[src/rtl/r4mdc_commutator_if.sv]
// Lane bus for the R4MDC commutator: four complex input lanes with a valid
// strobe and mode select, four registered output lanes with valid and primed.
interface r4mdc_commutator_if #(
    parameter int WL = 16
);
    logic              in_valid;
    logic [2*WL-1:0]   in0, in1, in2, in3;
    logic              bypass;
    logic              out_valid;
    logic [2*WL-1:0]   out0, out1, out2, out3;
    logic              primed;

    modport master (
        output in_valid, in0, in1, in2, in3, bypass,
        input  out_valid, out0, out1, out2, out3, primed
    );

    modport slave (
        input  in_valid, in0, in1, in2, in3, bypass,
        output out_valid, out0, out1, out2, out3, primed
    );
endinterface

[src/rtl/r4mdc_commutator.sv]
// Radix-4 multipath delay commutator: input delay bank (k*D), rotating 4:4
// switch driven by the segment phase, output delay bank ((3-j)*D), then a
// registered output stage. Bypass passes lanes straight through; any change
// of the bypass input performs a soft clear and drops that cycle's beat.

// Enable-gated shift register of LEN (>=1) words, cleared by reset.
module r4mdc_dly #(
    parameter int W   = 32,
    parameter int LEN = 1
) (
    input  logic         clk,
    input  logic         rst_n,
    input  logic         en_i,
    input  logic [W-1:0] din_i,
    output logic [W-1:0] dout_o
);
    logic [LEN-1:0][W-1:0] sr_q;

    // Shift one position per accepted beat.
    always_ff @(posedge clk or negedge rst_n) begin
        if (!rst_n) begin
            sr_q <= '0;
        end else if (en_i) begin
            sr_q[0] <= din_i;
            for (int i = 1; i < LEN; i++) sr_q[i] <= sr_q[i-1];
        end
    end

    assign dout_o = sr_q[LEN-1];
endmodule

module r4mdc_commutator #(
    parameter int WL = 16,
    parameter int D  = 4
) (
    input  logic              clk,
    input  logic              rst_n,
    r4mdc_commutator_if.slave bus
);
    localparam int W  = 2 * WL;
    localparam int CW = $clog2(D) + 2;
    localparam logic [CW-1:0] PRIME_CNT = CW'(3 * D - 1);

    logic [3:0][W-1:0] in_w, a_w, b_w, c_w;
    logic [3:0][W-1:0] out_q;
    logic [CW-1:0]     cnt_q, cnt_d;
    logic              byp_q, primed_q, out_valid_q;
    logic              mode_chg, adv;
    logic [1:0]        phase;

    assign in_w     = {bus.in3, bus.in2, bus.in1, bus.in0};
    assign mode_chg = bus.bypass != byp_q;
    // Delays and counter move only on accepted beats in commutate mode.
    assign adv      = bus.in_valid & ~mode_chg & ~byp_q;
    assign phase    = cnt_q[CW-1:CW-2];
    assign cnt_d    = cnt_q + 1'b1;

    genvar k;
    generate
        for (k = 0; k < 4; k++) begin : g_lane
            // Input bank: lane k delayed by k*D beats.
            if (k == 0) begin : g_in0
                assign a_w[k] = in_w[k];
            end else begin : g_indly
                r4mdc_dly #(.W(W), .LEN(k * D)) u_idly (
                    .clk(clk), .rst_n(rst_n), .en_i(adv),
                    .din_i(in_w[k]), .dout_o(a_w[k])
                );
            end
            // Output bank: lane j delayed by (3-j)*D beats.
            if (k == 3) begin : g_out3
                assign c_w[k] = b_w[k];
            end else begin : g_odly
                r4mdc_dly #(.W(W), .LEN((3 - k) * D)) u_odly (
                    .clk(clk), .rst_n(rst_n), .en_i(adv),
                    .din_i(b_w[k]), .dout_o(c_w[k])
                );
            end
        end
    endgenerate

    // Rotating switch: output j takes delayed lane (p - j) mod 4.
    always_comb begin
        b_w = '0;
        for (int j = 0; j < 4; j++) b_w[j] = a_w[2'(phase - 2'(j))];
    end

    // Mode register, beat counter, primed flag and registered outputs.
    // out_valid uses the registered primed flag, so the first valid output
    // carries beat 3D, the first beat whose switched data is fully refilled.
    always_ff @(posedge clk or negedge rst_n) begin
        if (!rst_n) begin
            byp_q       <= 1'b0;
            cnt_q       <= '0;
            primed_q    <= 1'b0;
            out_valid_q <= 1'b0;
            out_q       <= '0;
        end else if (mode_chg) begin
            byp_q       <= bus.bypass;
            cnt_q       <= '0;
            primed_q    <= 1'b0;
            out_valid_q <= 1'b0;
        end else if (byp_q) begin
            out_valid_q <= bus.in_valid;
            if (bus.in_valid) out_q <= in_w;
        end else begin
            out_valid_q <= bus.in_valid & primed_q;
            if (bus.in_valid) begin
                cnt_q <= cnt_d;
                out_q <= c_w;
                if (cnt_q == PRIME_CNT) primed_q <= 1'b1;
            end
        end
    end

    assign bus.out0      = out_q[0];
    assign bus.out1      = out_q[1];
    assign bus.out2      = out_q[2];
    assign bus.out3      = out_q[3];
    assign bus.out_valid = out_valid_q;
    assign bus.primed    = primed_q;
endmodule
[src/flat_wrapper.sv]
// flat-port wrapper written by rule: the top's interface ports become plain ports
module r4mdc_commutator_flat 
#(
    parameter int WL = 16,
    parameter int D  = 4
)
  (clk, rst_n, bus_in_valid, bus_in0, bus_in1, bus_in2, bus_in3, bus_bypass, bus_out_valid, bus_out0, bus_out1, bus_out2, bus_out3, bus_primed);
  r4mdc_commutator_if #(.WL(WL)) bus_i ();
  input  logic clk;
  input  logic rst_n;
  input wire logic [$bits(bus_i.in_valid)-1:0] bus_in_valid;
  input wire logic [$bits(bus_i.in0)-1:0] bus_in0;
  input wire logic [$bits(bus_i.in1)-1:0] bus_in1;
  input wire logic [$bits(bus_i.in2)-1:0] bus_in2;
  input wire logic [$bits(bus_i.in3)-1:0] bus_in3;
  input wire logic [$bits(bus_i.bypass)-1:0] bus_bypass;
  output wire logic [$bits(bus_i.out_valid)-1:0] bus_out_valid;
  output wire logic [$bits(bus_i.out0)-1:0] bus_out0;
  output wire logic [$bits(bus_i.out1)-1:0] bus_out1;
  output wire logic [$bits(bus_i.out2)-1:0] bus_out2;
  output wire logic [$bits(bus_i.out3)-1:0] bus_out3;
  output wire logic [$bits(bus_i.primed)-1:0] bus_primed;
  assign bus_i.in_valid = bus_in_valid;
  assign bus_i.in0 = bus_in0;
  assign bus_i.in1 = bus_in1;
  assign bus_i.in2 = bus_in2;
  assign bus_i.in3 = bus_in3;
  assign bus_i.bypass = bus_bypass;
  assign bus_out_valid = bus_i.out_valid;
  assign bus_out0 = bus_i.out0;
  assign bus_out1 = bus_i.out1;
  assign bus_out2 = bus_i.out2;
  assign bus_out3 = bus_i.out3;
  assign bus_primed = bus_i.primed;
  r4mdc_commutator #(.WL(WL), .D(D)) u_core (.clk(clk), .rst_n(rst_n), .bus(bus_i));
endmodule
[config.mk]
export PLATFORM = sky130hd
export DESIGN_NAME = r4mdc_commutator_flat
export DESIGN_NICKNAME = d
export VERILOG_FILES = /design/src/rtl/r4mdc_commutator_if.sv /design/src/rtl/r4mdc_commutator.sv /design/src/flat_wrapper.sv
export SDC_FILE = /design/constraint.sdc
export NUM_CORES = 2
export LEC_CHECK = 0
export ABC_AREA = 1
export BUFFER_PORTS_ARGS = -buffer_cell sky130_fd_sc_hd__clkbuf_2
export CAP_MARGIN = 20
export CORE_UTILIZATION = 61
export DETAILED_ROUTE_END_ITERATION = 8
export PLACE_DENSITY = 0.77
export SLEW_MARGIN = 20
export SYNTH_ARGS = -nofsm -noshare
export SYNTH_HDL_FRONTEND = slang
export SYNTH_SLANG_ARGS = --single-unit
[constraint.sdc]
create_clock -name clk -period 2.6 [get_ports clk]
set_clock_uncertainty 0.15 [all_clocks]
set_input_delay 0.39 -clock clk [delete_from_list [all_inputs] [get_ports clk]]
set_output_delay 0.39 -clock clk [all_outputs]
set_load 0.01 [all_outputs]
==> results.md <==
* Result of the run: completed
* Count of endpoints failing hold in the final timing report at 0
* Deepest clock path buffer count at 3
* Max VDD drop at 0.0006871 V
* Die X-Extent at ~330 um
* Minimum clock period after layout at 2.504 ns
* P_int at between 50 and 60 mW
* Port-buffer cells at 261
* Total congestion overflow after global routing at 0
* Number of standard cells in the layout, taps in and fillers out at 9,613
* Clock Sinks at 1,671
* Instance count of the mapped netlist at 7,791
* Number of different library cells in the post-synthesis netlist at 21
* HPWL reported at the end of detailed placement at 109.6 mm
* Worst Tran Pin Value at just over 1 ns
* Dpl ws at 0.1988 ns
* Chip height at 331.8 um
* Post-route DRC violation count at 0
* Final Power at 92.11 mW
* Headroom to the max-slew limit at 31.59%
* Layout filler cell count at between 7,000 and 8,000
* Final weighted congestion of routability-driven global placement at 0.9381
* Number of iterations in the first detailed-routing pass at 6
* Placed Instance Area at 0.06953 mm2
* Core occupancy in the finished layout at 71.09%
* Final Max Slew Viols at 0
* Cell area after synthesis at 0.06635 mm2
* Max Clock Freq at 0.3993 GHz
* Simple logic cell fraction of the synthesized area at 30.84%
* Switching power of the nets at 32.73 mW
* WP data required at 3.08 ns
* CTS Buf Count at 166
* Reg clk slew, reported paths at approximately 0.060 ns
* # rows at 120
* Share of the synthesized area in compound gates (AO/OA/AOI/OAI) at 2.274%
* Final setup violating endpoints at 0
* Maximum number of pins on one net before global-route repair at 131
* Average footprint of a synthesized cell at 8.517 um2
* Cell leakage power at 42.39 nW
* Setup tns final at 0 ns
* Sequential share of power at 47.3%
* H-tree depth reported by CTS at 4
* Clock Tree Root: clkbuf_16
* Latest clock arrival within the worst-skew pair at ~0.8 ns
* Clock power frac at a little over a quarter
* First-pass GRT wire length at 272.6 mm
* Wirelength per Cell at 17.57 um
* Minimum hold slack at 0.05763 ns
* Mean number of vias per cell at about 5.4
* Startpoint type of the worst setup path: flip-flop
* Total wirelength of the detailed-routed design at ~170 mm
* Share of synthesized cell area in full adder, half adder and majority cells at less than 1%
* Number of warnings issued by yosys at 0
* Combinational group share of total power at 26.4%
* Iteration-0 DRC count of the detailed router at 5,500
* Post-route cell area at 0.07642 mm2
* Starting utilization of the core area at 61.72%
* Via count of the routed design at 52,370
* Multiplexer share of the synthesized area at 0%
* Overall Global Routing Usage at 31.23%
* Portion of the post-synthesis area used by sequential elements at 63.02%
* Dominant combinational cell family by area after synthesis: simple AND/OR/NAND/NOR gates
* Post-Synthesis Net Count at around 8,000
* Switching fraction of total power at a little over a third
* Setup repair after global routing missed its margin: no
* Area added between synthesis and finish at 15.17%
* Total power per unit cell area at ~1200 mW/mm2
* TritonCTS clock tree: done
* Maximum net fanout on the critical path at 33
* Max Cap Violations at 0
* Share of the cycle needed by the critical path after routing at a little over nine tenths
* Vias in the first global route at a little over 50,000
* Instance count after placement with tap cells included at 9,186
* Endpoint kind of the worst setup timing path: flip-flop
* Xor/xnor share of the synthesized area at 0.01320%
* Initial antenna violation count at 17
* Final critical-path setup slack at 0.09554 ns
* DIE AREA at 0.1101 mm2
* Share of layout cells above drive strength 1 at roughly 8.7%
* Number of nets at the end of the flow at 8,217
* Antenna Nets Post-Route at 0
* Area of the core at 0.1075 mm2
* Number of top-level pins at 262
* Register bit count reported by yosys at between 1,500 and 2,000
* Type of the most critical hold path: in -> async
* Arrival time of data at the critical path endpoint at 2.99 ns
* Type of the worst setup path: reg -> reg
layout by cell type, fill, tap and decap left out, types with 2 or more instances in the layout:
cell type	instances
clkbuf_1	37
clkinvlp_4	6
inv_4	2
inv_6	5
diode_2	4
dfrtp_1	1668
nand2_1	4827
buf_12	85
buf_4	96
clkbuf_8	36
nand3_1	388
buf_6	2
inv_2	3
clkbuf_2	260
o21ai_1	3
inv_16	2
o21ai_0	104
dlygate4sd3_1	131
dfrtp_4	2
clkbuf_16	172
clkinv_8	3
a21oi_1	193
clkinv_2	20
bufinv_16	12
inv_1	38
ha_1	2
nor2_1	102
cell usage after synthesis, drive strengths merged:
cell | count | area [um2]
a21oi | 193 | 965.9
buf | 341 | 1934
clkbuf | 110 | 412.9
dfrtp | 1671 | 41820
ha | 3 | 37.54
inv | 45 | 171.4
nand2 | 4828 | 18130
nand3 | 388 | 1942
nor2 | 103 | 394.1
o21ai | 107 | 535.5
o31ai | 1 | 7.510
xor2 | 1 | 8.760
worst max-delay path, stage by stage (launching register included):
cell,delay (ns)
dfrtp_4,0.51
ha_1,0.38
inv_2,0.08
nand2_4,0.10
inv_4,0.16
buf_4,0.26
o21ai_0,0.56
nand2_1,0.13
area by class of cell:
| type | instances | area [um2] | share of cell area, % |
|---|---|---|---|
| clock buffer | 245 | 4938 | 6.462 |
| sequential | 1671 | 41820 | 54.73 |
| tap | 1403 | 1755 | 2.297 |
| multi-input combinational | 5624 | 22020 | 28.82 |
| inverter | 45 | 191.4 | 0.2505 |
| clock inverter | 47 | 621.8 | 0.8137 |
| timing repair buffer | 574 | 5057 | 6.618 |
| antenna | 4 | 10.01 | 0.01310 |
metal layers:
metal | GRT usage [%] | wire length [um] | share of wire, %
met1 | 44.54 | 72230 | 43
met2 | 47.13 | 76630 | 45
met3 | 6.848 | 13270 | 7.9
met4 | 12.38 | 6652 | 3.9
met5 | 0 | 109 | 0.065
repair_timing:
| item | in CTS | in global routing |
|---|---|---|
| setup endpoints to repair | 0 | 3 |
| hold endpoints to repair | 1005 | 0 |
| buffers inserted | 0 | 0 |
| resized for setup | 0 | 2 |
| hold buffers | 131 | 0 |
path summary, 6_finish.rpt:
| path | from | to | slack, ns | depth (start not counted) |
|---|---|---|---|---|
| hold / removal | rst_n | u_core.g_lane[0].g_odly.u_odly.sr_q[340] | 0.06 | 2 |
| setup reg to reg | u_core.byp_q | u_core.bus.out3[23] | 0.1 | 7 |
| min in group clk | bus_in3[27] | u_core.g_lane[3].g_indly.u_idly.sr_q[27] | 0.24 | 4 |
| setup / recovery | u_core.byp_q | u_core.bus.out3[23] | 0.1 | 7 |
| hold reg to reg | u_core.g_lane[0].g_odly.u_odly.sr_q[299] | u_core.g_lane[0].g_odly.u_odly.sr_q[331] | 0.30 | 2 |
| max in group asynchronous | rst_n | u_core.g_lane[2].g_indly.u_idly.sr_q[6] | 1.19 | 3 |
power by group through the flow:
stage	logic (mW)	registers, mW	clock network [mW]
finish	24.3	43.6	24.3
floorplan	16.3	41.7	0
detailed placement	23.8	43.5	0
global placement	22.9	43.4	0
global route	27.6	44.6	25.7
CTS	24.3	43.3	24.6
kinds of logic (layout without fill, tap and decap cells):
| family | after synthesis | count (layout) |
|---|---|---|
| AO/OA/AOI/OAI | 301 | 301 |
| XOR/XNOR | 1 | 1 |
| adder cells (fa/ha/maj) | 3 | 3 |
| buffers and inverters | 496 | 911 |
| flip-flops | 1671 | 1671 |
| other | 0 | 4 |
| AND/OR/NAND/NOR | 5319 | 5319 |
state kept, by name (all words and copies together) (netlist names), 4 cells and up:
signal / flops
u_core.cnt_q: 4
u_core.g_lane.g_odly.u_odly.dout_o: 96
u_core.bus.out0: 32
u_core.g_lane.g_odly.u_odly.sr_q: 672
u_core.bus.out1: 32
u_core.bus.out2: 32
u_core.g_lane.g_indly.u_idly.dout_o: 96
u_core.bus.out3: 32
u_core.g_lane.g_indly.u_idly.sr_q: 672
Power figures use the tool's default switching activity.
